==> config.mk <==
export PLATFORM = sky130hd
export DESIGN_NAME = sync_fifo_buf
export DESIGN_NICKNAME = d
export VERILOG_FILES = /design/src/rtl/fifo_pkg.sv /design/src/rtl/sync_ram_2p.sv /design/src/rtl/sync_fifo_buf.sv
export SDC_FILE = /design/constraint.sdc
export NUM_CORES = 2
export LEC_CHECK = 0
export CAP_MARGIN = 40
export CORE_MARGIN = 10
export CORE_UTILIZATION = 38
export CTS_CLUSTER_SIZE = 10
export DETAILED_ROUTE_END_ITERATION = 7
export SYNTH_ARGS = -nofsm -noshare
export SYNTH_HDL_FRONTEND = slang
export SYNTH_SLANG_ARGS = --single-unit
==> constraint.sdc <==
create_clock -name wclk -period 4.6 [get_ports wclk]
set_input_delay 1.15 -clock wclk [delete_from_list [all_inputs] [get_ports wclk]]
set_output_delay 1.15 -clock wclk [all_outputs]
set_load 0.02 [all_outputs]
==> src/rtl/fifo_pkg.sv <==
// Shared defaults and occupancy helper for the synchronous FIFO buffer.
package fifo_pkg;

  localparam int FIFO_WIDTH_DEF = 8;
  localparam int ADDR_WIDTH_DEF = 9;
  localparam int PTR_CALC_W     = 32;

  // Pointers are zero-extended into 32 bits; the result is masked back to the
  // (addr_width+1)-bit pointer modulus so wrap of the MSB is handled.
  function automatic logic [PTR_CALC_W-1:0] ptr_occupancy(
    input logic [PTR_CALC_W-1:0] wptr,
    input logic [PTR_CALC_W-1:0] rptr,
    input int unsigned           addr_width
  );
    logic [PTR_CALC_W-1:0] mask;
    mask = (PTR_CALC_W'(1) << (addr_width + 1)) - PTR_CALC_W'(1);
    return (wptr - rptr) & mask;
  endfunction

endpackage

==> src/rtl/sync_ram_2p.sv <==
// Simple dual-port storage: one write port, one registered read port, no reset.
module sync_ram_2p #(
  parameter int WIDTH = 8,
  parameter int AW    = 9
) (
  input  logic             i_clk,
  input  logic             i_we,
  input  logic [AW-1:0]    i_waddr,
  input  logic [WIDTH-1:0] i_wdata,
  input  logic             i_re,
  input  logic [AW-1:0]    i_raddr,
  output logic [WIDTH-1:0] o_rdata
);

  logic [WIDTH-1:0] r_mem [2**AW];
  logic [WIDTH-1:0] r_q;

  always_ff @(posedge i_clk) begin
    if (i_we) r_mem[i_waddr] <= i_wdata;
    if (i_re) r_q <= r_mem[i_raddr];
  end

  assign o_rdata = r_q;

endmodule

==> src/rtl/sync_fifo_buf.sv <==
// Single-clock FIFO with registered read data, level flags and sticky
// overflow/underflow error flags.
module sync_fifo_buf
  import fifo_pkg::*;
#(
  parameter int FIFO_WIDTH = FIFO_WIDTH_DEF,
  parameter int ADDR_WIDTH = ADDR_WIDTH_DEF,
  parameter int AFULL_LVL  = (2**ADDR_WIDTH) - 4,
  parameter int AEMPTY_LVL = 4
) (
  input  logic                  wclk,
  input  logic                  wrst_n,
  input  logic                  winc,
  input  logic [FIFO_WIDTH-1:0] wdata,
  input  logic                  rinc,
  input  logic                  clr_err,
  output logic [FIFO_WIDTH-1:0] rdata,
  output logic                  rvalid,
  output logic                  wfull,
  output logic                  rempty,
  output logic                  walmost_full,
  output logic                  ralmost_empty,
  output logic [ADDR_WIDTH:0]   count,
  output logic                  overflow,
  output logic                  underflow
);

  localparam int DEPTH = 2**ADDR_WIDTH;
  localparam logic [ADDR_WIDTH:0] PTR_INC = {{ADDR_WIDTH{1'b0}}, 1'b1};

  if (AFULL_LVL > DEPTH || AEMPTY_LVL >= DEPTH || ADDR_WIDTH < 1 || ADDR_WIDTH > 30) begin : g_bad_params
    $error("sync_fifo_buf: illegal AFULL_LVL/AEMPTY_LVL/ADDR_WIDTH combination");
  end

  logic [ADDR_WIDTH:0]     r_wptr;
  logic [ADDR_WIDTH:0]     r_rptr;
  logic                    r_rvalid;
  logic                    r_rd_loaded;
  logic                    r_overflow;
  logic                    r_underflow;
  logic [PTR_CALC_W-1:0]   w_occ;
  logic                    w_full;
  logic                    w_empty;
  logic                    w_wr_acc;
  logic                    w_rd_acc;
  logic [FIFO_WIDTH-1:0]   w_ram_q;

  assign w_occ = ptr_occupancy({{(PTR_CALC_W-ADDR_WIDTH-1){1'b0}}, r_wptr},
                               {{(PTR_CALC_W-ADDR_WIDTH-1){1'b0}}, r_rptr},
                               ADDR_WIDTH);

  assign w_full   = (w_occ == PTR_CALC_W'(DEPTH));
  assign w_empty  = (w_occ == '0);
  assign w_wr_acc = winc && !w_full;
  assign w_rd_acc = rinc && !w_empty;

  always_ff @(posedge wclk or negedge wrst_n) begin
    if (!wrst_n) begin
      r_wptr      <= '0;
      r_rptr      <= '0;
      r_rvalid    <= 1'b0;
      r_rd_loaded <= 1'b0;
      r_overflow  <= 1'b0;
      r_underflow <= 1'b0;
    end else begin
      if (w_wr_acc) r_wptr <= r_wptr + PTR_INC;
      if (w_rd_acc) r_rptr <= r_rptr + PTR_INC;
      r_rvalid <= w_rd_acc;
      if (w_rd_acc) r_rd_loaded <= 1'b1;
      // A new error event takes priority over a same-cycle clear.
      if (winc && w_full)      r_overflow <= 1'b1;
      else if (clr_err)        r_overflow <= 1'b0;
      if (rinc && w_empty)     r_underflow <= 1'b1;
      else if (clr_err)        r_underflow <= 1'b0;
    end
  end

  sync_ram_2p #(
    .WIDTH (FIFO_WIDTH),
    .AW    (ADDR_WIDTH)
  ) u_ram (
    .i_clk   (wclk),
    .i_we    (w_wr_acc),
    .i_waddr (r_wptr[ADDR_WIDTH-1:0]),
    .i_wdata (wdata),
    .i_re    (w_rd_acc),
    .i_raddr (r_rptr[ADDR_WIDTH-1:0]),
    .o_rdata (w_ram_q)
  );

  // The storage read register has no reset, so rdata is masked to zero until
  // the first read after reset has loaded it.
  assign rdata         = r_rd_loaded ? w_ram_q : '0;
  assign rvalid        = r_rvalid;
  assign count         = w_occ[ADDR_WIDTH:0];
  assign wfull         = w_full;
  assign rempty        = w_empty;
  assign walmost_full  = (w_occ >= PTR_CALC_W'(AFULL_LVL));
  assign ralmost_empty = (w_occ <= PTR_CALC_W'(AEMPTY_LVL));
  assign overflow      = r_overflow;
  assign underflow     = r_underflow;

endmodule

== Yosys cells after proc, flatten, opt, wreduce, memory -nomap -nowiden ==
Memories as Yosys holds them, arrays and structs flattened. A register that Yosys moved wholly into a read port is not among the register bits.
Cells that the tools add are included.
Widths: inputs -> output; s select.

* Bits in registers: 24
* Bits in writable memories: 4,096
* Output and inout port bits: 25
* Memories kept: 1

{| class="wikitable"
|+ Memory list
! name !! words !! width !! read ports !! clocked after Yosys merged registers in !! wr ports !! RTL line !! RTL
|-
| u_ram.r_mem || 512 || 8 || 1 || 1 || 1 || sync_ram_2p.sv:15 || <nowiki>logic [WIDTH-1:0] r_mem [2**AW];</nowiki>
|}

* Add/sub/neg operators: 3
* $lt $le $gt $ge: 2
* Equality and inequality tests: 1
* Mux-type cells: 6
* Reductions and logical operators: 9

{| class="wikitable"
|+ Operator list
! kind !! number
|-
| $logic_not 32->1 || 1
|-
| $add 10x1->10 const B || 2
|-
| $eq 10x10->1 const B || 1
|-
| $ge 10x9->1 const B || 1
|-
| $le 10x3->1 const B || 1
|-
| $sub 10x10->10 || 1
|-
| $mux 8 || 1
|-
| $mux 1 || 5
|-
| $logic_and 1x1->1 || 4
|-
| $reduce_bool 2->1 || 2
|-
| $logic_not 1->1 || 2
|}

== Depth between registers and ports, before layout ==
* Depth in word-level cells: 6
* Gate-level depth with buffers: 18
* Depth with buffers taken out: 11

== By module ==
From an unflattened synthesis, not the netlist that was laid out.

* Cells, all modules: 8,215
* Area total of the unflattened synthesis: 161,766.4 um2

{| class="wikitable"
|+ By module, submodules not included
! module !! times used !! cells each !! area each (um2) !! seq. area each (um2)
|-
| sync_ram_2p || 1 || 8,030 || 160,007.2 || 123,238.2
|-
| sync_fifo_buf || 1 || 185 || 1,759.2 || 600.6
|}

== Least setup slack after synthesis ==
No wires, ideal clock.

* Path type: reg-to-output
* Start point: register r_rptr[2]
* End point: output rempty
* Arrival time: 4.014 ns
* Required time: 3.450 ns
* Path slack: -0.564 ns
* Cell stages (with the launch flop): 14
* Buffers on the path: 5
* Cell sequence: dfrtp_1 clkbuf_1 buf_2 inv_2 buf_2 buf_1 clkbuf_1 ha_1 a21oi_1 nand2b_1 a21boi_0 a221o_1 or2_2 nor4_1

* Cells in the longest elaborated chain, start to end: 2

{| class="wikitable"
|+ RTL lines
! element !! RTL line !! RTL
|-
| start: declaration || sync_fifo_buf.sv:36 || <nowiki>logic [ADDR_WIDTH:0] r_rptr;</nowiki>
|-
| start signal: assignment || sync_fifo_buf.sv:67 || <nowiki>if (w_rd_acc) r_rptr <= r_rptr + PTR_INC;</nowiki>
|-
| $sub 10x10->10 || fifo_pkg.sv:17 || <nowiki>return (wptr - rptr) & mask;</nowiki>
|-
| via count[4] || sync_fifo_buf.sv:23 || <nowiki>output logic [ADDR_WIDTH:0] count,</nowiki>
|-
| $logic_not 32->1 || sync_fifo_buf.sv:53 || <nowiki>assign w_empty = (w_occ == '0);</nowiki>
|-
| end: declaration || sync_fifo_buf.sv:20 || <nowiki>output logic rempty,</nowiki>
|}

The timed path passes the listed nets, and every way through them passes these cells.

== Final worst setup path ==
* Start point: register r_wptr[0]
* End point: output wfull

* Cells in the longest elaborated chain, start to end: 2

{| class="wikitable"
|+ RTL lines
! element !! RTL line !! RTL
|-
| start: declaration || sync_fifo_buf.sv:35 || <nowiki>logic [ADDR_WIDTH:0] r_wptr;</nowiki>
|-
| start signal: assignment || sync_fifo_buf.sv:66 || <nowiki>if (w_wr_acc) r_wptr <= r_wptr + PTR_INC;</nowiki>
|-
| $sub 10x10->10 || fifo_pkg.sv:17 ||
|-
| $eq 10x10->1 || sync_fifo_buf.sv:52 || <nowiki>assign w_full = (w_occ == PTR_CALC_W'(DEPTH));</nowiki>
|-
| end: declaration || sync_fifo_buf.sv:19 || <nowiki>output logic wfull,</nowiki>
|}

No other way between the ends.

==> reports/metrics.csv <==
stage,metric,value,unit
status,status,"finished, violations left",
status,violations,"design-rule violations, negative setup slack",
floorplan,io_pins,38,
placed_design,dp_hpwl,299000,um
critical_path,crit_required,3450,ps
synth,synth_edf_count,4104,
timing,rsz0062_at_grt,true,
timing,fin_setup_tns,-162,ps
critical_path,crit_path_end_kind,primary output,
timing,fmax,0.214,GHz
synth,seq_area_frac_synth,76.5,%
critical_path,worstPathCellList,inv_2 > ha_4 > inv_2 > fa_2 > a21oi_4 > o21a_1 > buf_6 > a22oi_2 > xor2_2 > buf_4 > nor4_4 > and3_4 > buf_6,
clock_network,cts-root-buf,clkbuf_16,
floorplan,core_area,424000,um^2
synth,synthAdderAreaFrac,0.121,%
timing,finClkSkew,76.2,ps
synth,synth_cells,7644,
clock_network,worstSkewPairLatency,1000,ps
finish,area_growth,15.8,%
clock_network,clk_pin_slew,60,ps
routing,drtAntennaViolNets,0,
timing,holdWs,485,ps
routing,drt_pre_antenna_iters,8,
global_route,grt_pass1_wl,680000,um
critical_path,crit_fanout,3,
floorplan,dieHeight,673,um
pwr,ir_drop,0.000591,V
pwr,powerDensity,603,nW/um^2
timing,worst_pin_slew,1040,ps
synth,synthSimpleGateAreaFrac,2.93,%
synth,synth.distinct_cells,81,
global_route,grtUsageTotal,20.9,%
routing,dr.first_iter.drc_count,11500,
floorplan,die-width,673,um
finish,fin_cells,14000,
routing,route.vias.total,84600,
synth,synthTopCellsByArea,"edfxtp_1 (76%), mux4_2 (13%), mux2i_1 (1.9%)",
routing,wl,485000,um
timing,relSlewSlack,30.9,%
clock_network,cts_sinks,4128,
finish,drive_above_1_share,31.9,%
clock_network,cts_tree,yes,
synth,synth_top_family_by_area,multiplexers,
critical_path,cp_num_buf_inv,5,
placed_design,portBuffers,37,
critical_path,path_class,register to primary output,
synth,async_flop_share,0.581,%
synth,synth.avg_cell_area,21.2,um^2
finish,final_nets,8258,
synth,synth_top_area_cell,edfxtp_1,
clock_network,h-tree-depth,5,
synth,ys_seq_elements,4128,
placed_design,post-place-cells,13400,
synth,synth_xor_area_share,0.119,%
routing,drcViolationCount,2,
timing,setup_ws,-74.8,ps
global_route,grt_pass1_vias,85300,
global_route,antenna_found_initial,28,
floorplan,rows,239,
critical_path,worstSetupStartpointType,register,
timing,hold_viol,0,
finish,regArea,124000,um^2
timing,finalMaxSlewViolations,0,
finish,multiInputGateArea,37700,um^2
timing,setup_viol,3,
synth,synth_flop_cell,edfxtp_1,
placed_design,gp_congestion,0.878,
clock_network,cts_made_buffers,456,
routing,wl_per_cell,34.6,um
critical_path,slowest_stage,dfrtp_1,
clock_network,clock_path_buffers,4,
synth,synth_area,162000,um^2
critical_path,cp.arrival,3520,ps
synth,synth_warnings,0,
routing,vias_per_cell,6.04,
critical_path,max_stage_delay,390,ps
synth,syn-num-nets,7672,
global_route,grt_max_degree,144,
timing,fin_crit_sh,102,%
min_path,holdCritPathClass,register to register,
placed_design,place_ws,72.3,ps
clock_network,cts_hold_buf,0,
timing,min_period,4670,ps
synth,synth_compound_area_share,2.95,%
floorplan,fp.dieArea,452000,um^2
global_route,grt_overflow_total,0,
pwr,p_leak,57.6,nW
synth,netlist.area_leader.share,76.2,%
job,cap_viol_max_count,0,
finish,nFillCells,35700,
synth,synthMuxAreaShare,15.4,%
critical_path,cpLargestDelayFamily,simple AND/OR/NAND/NOR gates,
floorplan,initial_core_util,38.2,%
stage by stage:
step | util, % | instance area, um^2 | total power [mW]
5_1_grt | 44.2 | 187000 | 116
6_report | 44.2 | 187000 | 113
2_1_floorplan | - | 164000 | 64.2
3_5_place_dp | 41.2 | 175000 | 81.2
4_1_cts | 44.1 | 187000 | 113
3_3_place_gp | 41.1 | 174000 | 80.9
synthesized netlist by cell type (10+ instances only):
cell / instances
clkbuf_1: 198
buf_6: 73
a22oi_1: 115
and3_1: 15
inv_1: 18
a21oi_1: 126
xor2_1: 13
nand2_1: 232
a211oi_1: 33
buf_4: 46
o221ai_1: 46
mux2i_1: 307
o22ai_1: 51
o211ai_1: 17
buf_2: 162
o21ai_0: 54
a31oi_1: 29
nand3_1: 53
nor3_1: 533
nand2b_1: 10
and2_1: 16
nor4_1: 12
ha_1: 14
nor2_1: 55
buf_1: 40
a311oi_1: 10
edfxtp_1: 4104
mux2_2: 12
a2111oi_0: 10
a221oi_1: 56
dfrtp_1: 24
nor2b_1: 20
a221o_1: 13
mux4_2: 967
a22o_1: 22
a211o_1: 14
worst register-to-register path, cell delays in order (launching register included):
cell and delay, ps:
dfrtp_4 460, buf_12 320, buf_4 750, or3b_2 340, buf_4 500, o221ai_1 320, a221oi_1 770, o41ai_2 360
o41a_1 480
report_power, final:
group	internal [mW]	switching [mW]	leakage (nW)
registers	41.8	0.158	37.2
clock network	17.8	13.8	5.94
logic	14.4	25.1	14.5
registers in the layout (all words and copies together) (netlist names):
register       flops
rvalid             1
r_wptr            10
u_ram.r_mem     4096
underflow          1
r_rd_loaded        1
r_rptr            10
overflow           1
u_ram.o_rdata      8
area by class of cell:
class | instances | area share [%]
timing repair buffer | 654 | 3.45
clock buffer | 509 | 6.29
inverter | 22 | 0.0561
sequential | 4128 | 66.1
multi-input combinational | 2968 | 20.1
clock inverter | 32 | 0.202
tap | 5663 | 3.78
antenna | 16 | 0.0214
kinds of logic after synthesis:
group                      count (synthesis)
AOI/OAI and AO/OA                        663
adders and majority gates                 15
and+or+nand+nor                          981
DFF                                     4128
buffers and inverters                    548
xor gates and xnor gates                  22
muxes                                   1287
layer usage:
layer  vias to the layer above  global-route usage, %  wire length [um]
met2                      4719                   33.2            229000
met1                     45500                   28.1            186000
li1                      33400                      -                 -
met3                       936                   4.38             45900
met4                         8                   8.76             23700
met5                         -                      0               117
path summary, 6_finish.rpt:
path,end,startpoint,slack (ps),cells after the start
max,wfull,r_wptr[0],-70,13
min,r_wptr[9],r_wptr[9],490,1
max reg2reg,u_ram.o_rdata[2],r_rptr[2],30,8
min reg2reg,r_wptr[9],r_wptr[9],490,1
max in group asynchronous,r_rptr[1],wrst_n,3720,2
min in group asynchronous,overflow,wrst_n,550,2
placed cells by master, fill, tap and decap left out, types with 18 or more instances in the layout:
| cell type | synthesis | routed |
|---|---|---|
| mux2i_1 | 307 | 307 |
| o22ai_1 | 51 | 51 |
| a211oi_1 | 33 | 31 |
| nand3_1 | 53 | 51 |
| buf_4 | 46 | 477 |
| edfxtp_1 | 4104 | 4104 |
| o221ai_1 | 46 | 46 |
| a22oi_1 | 115 | 114 |
| a22o_1 | 22 | 22 |
| nor3_2 | 1 | 464 |
| a21oi_1 | 126 | 120 |
| buf_2 | 162 | 18 |
| a221oi_1 | 56 | 56 |
| o21ai_0 | 54 | 53 |
| buf_12 | 1 | 96 |
| a31oi_1 | 29 | 29 |
| clkbuf_1 | 198 | 45 |
| nor2_1 | 55 | 50 |
| nor3_1 | 533 | 70 |
| clkbuf_16 | 0 | 464 |
| mux4_2 | 967 | 967 |
| clkdlybuf4s50_1 | 0 | 21 |
| nand2_1 | 232 | 215 |
what timing repair did:
action | CTS | global route
pin swaps | 21 | 13
setup endpoints to repair | 9 | 9
gates resized for setup | 60 | 10
buffers inserted | 24 | 7
(Power assumes the default switching activity.)
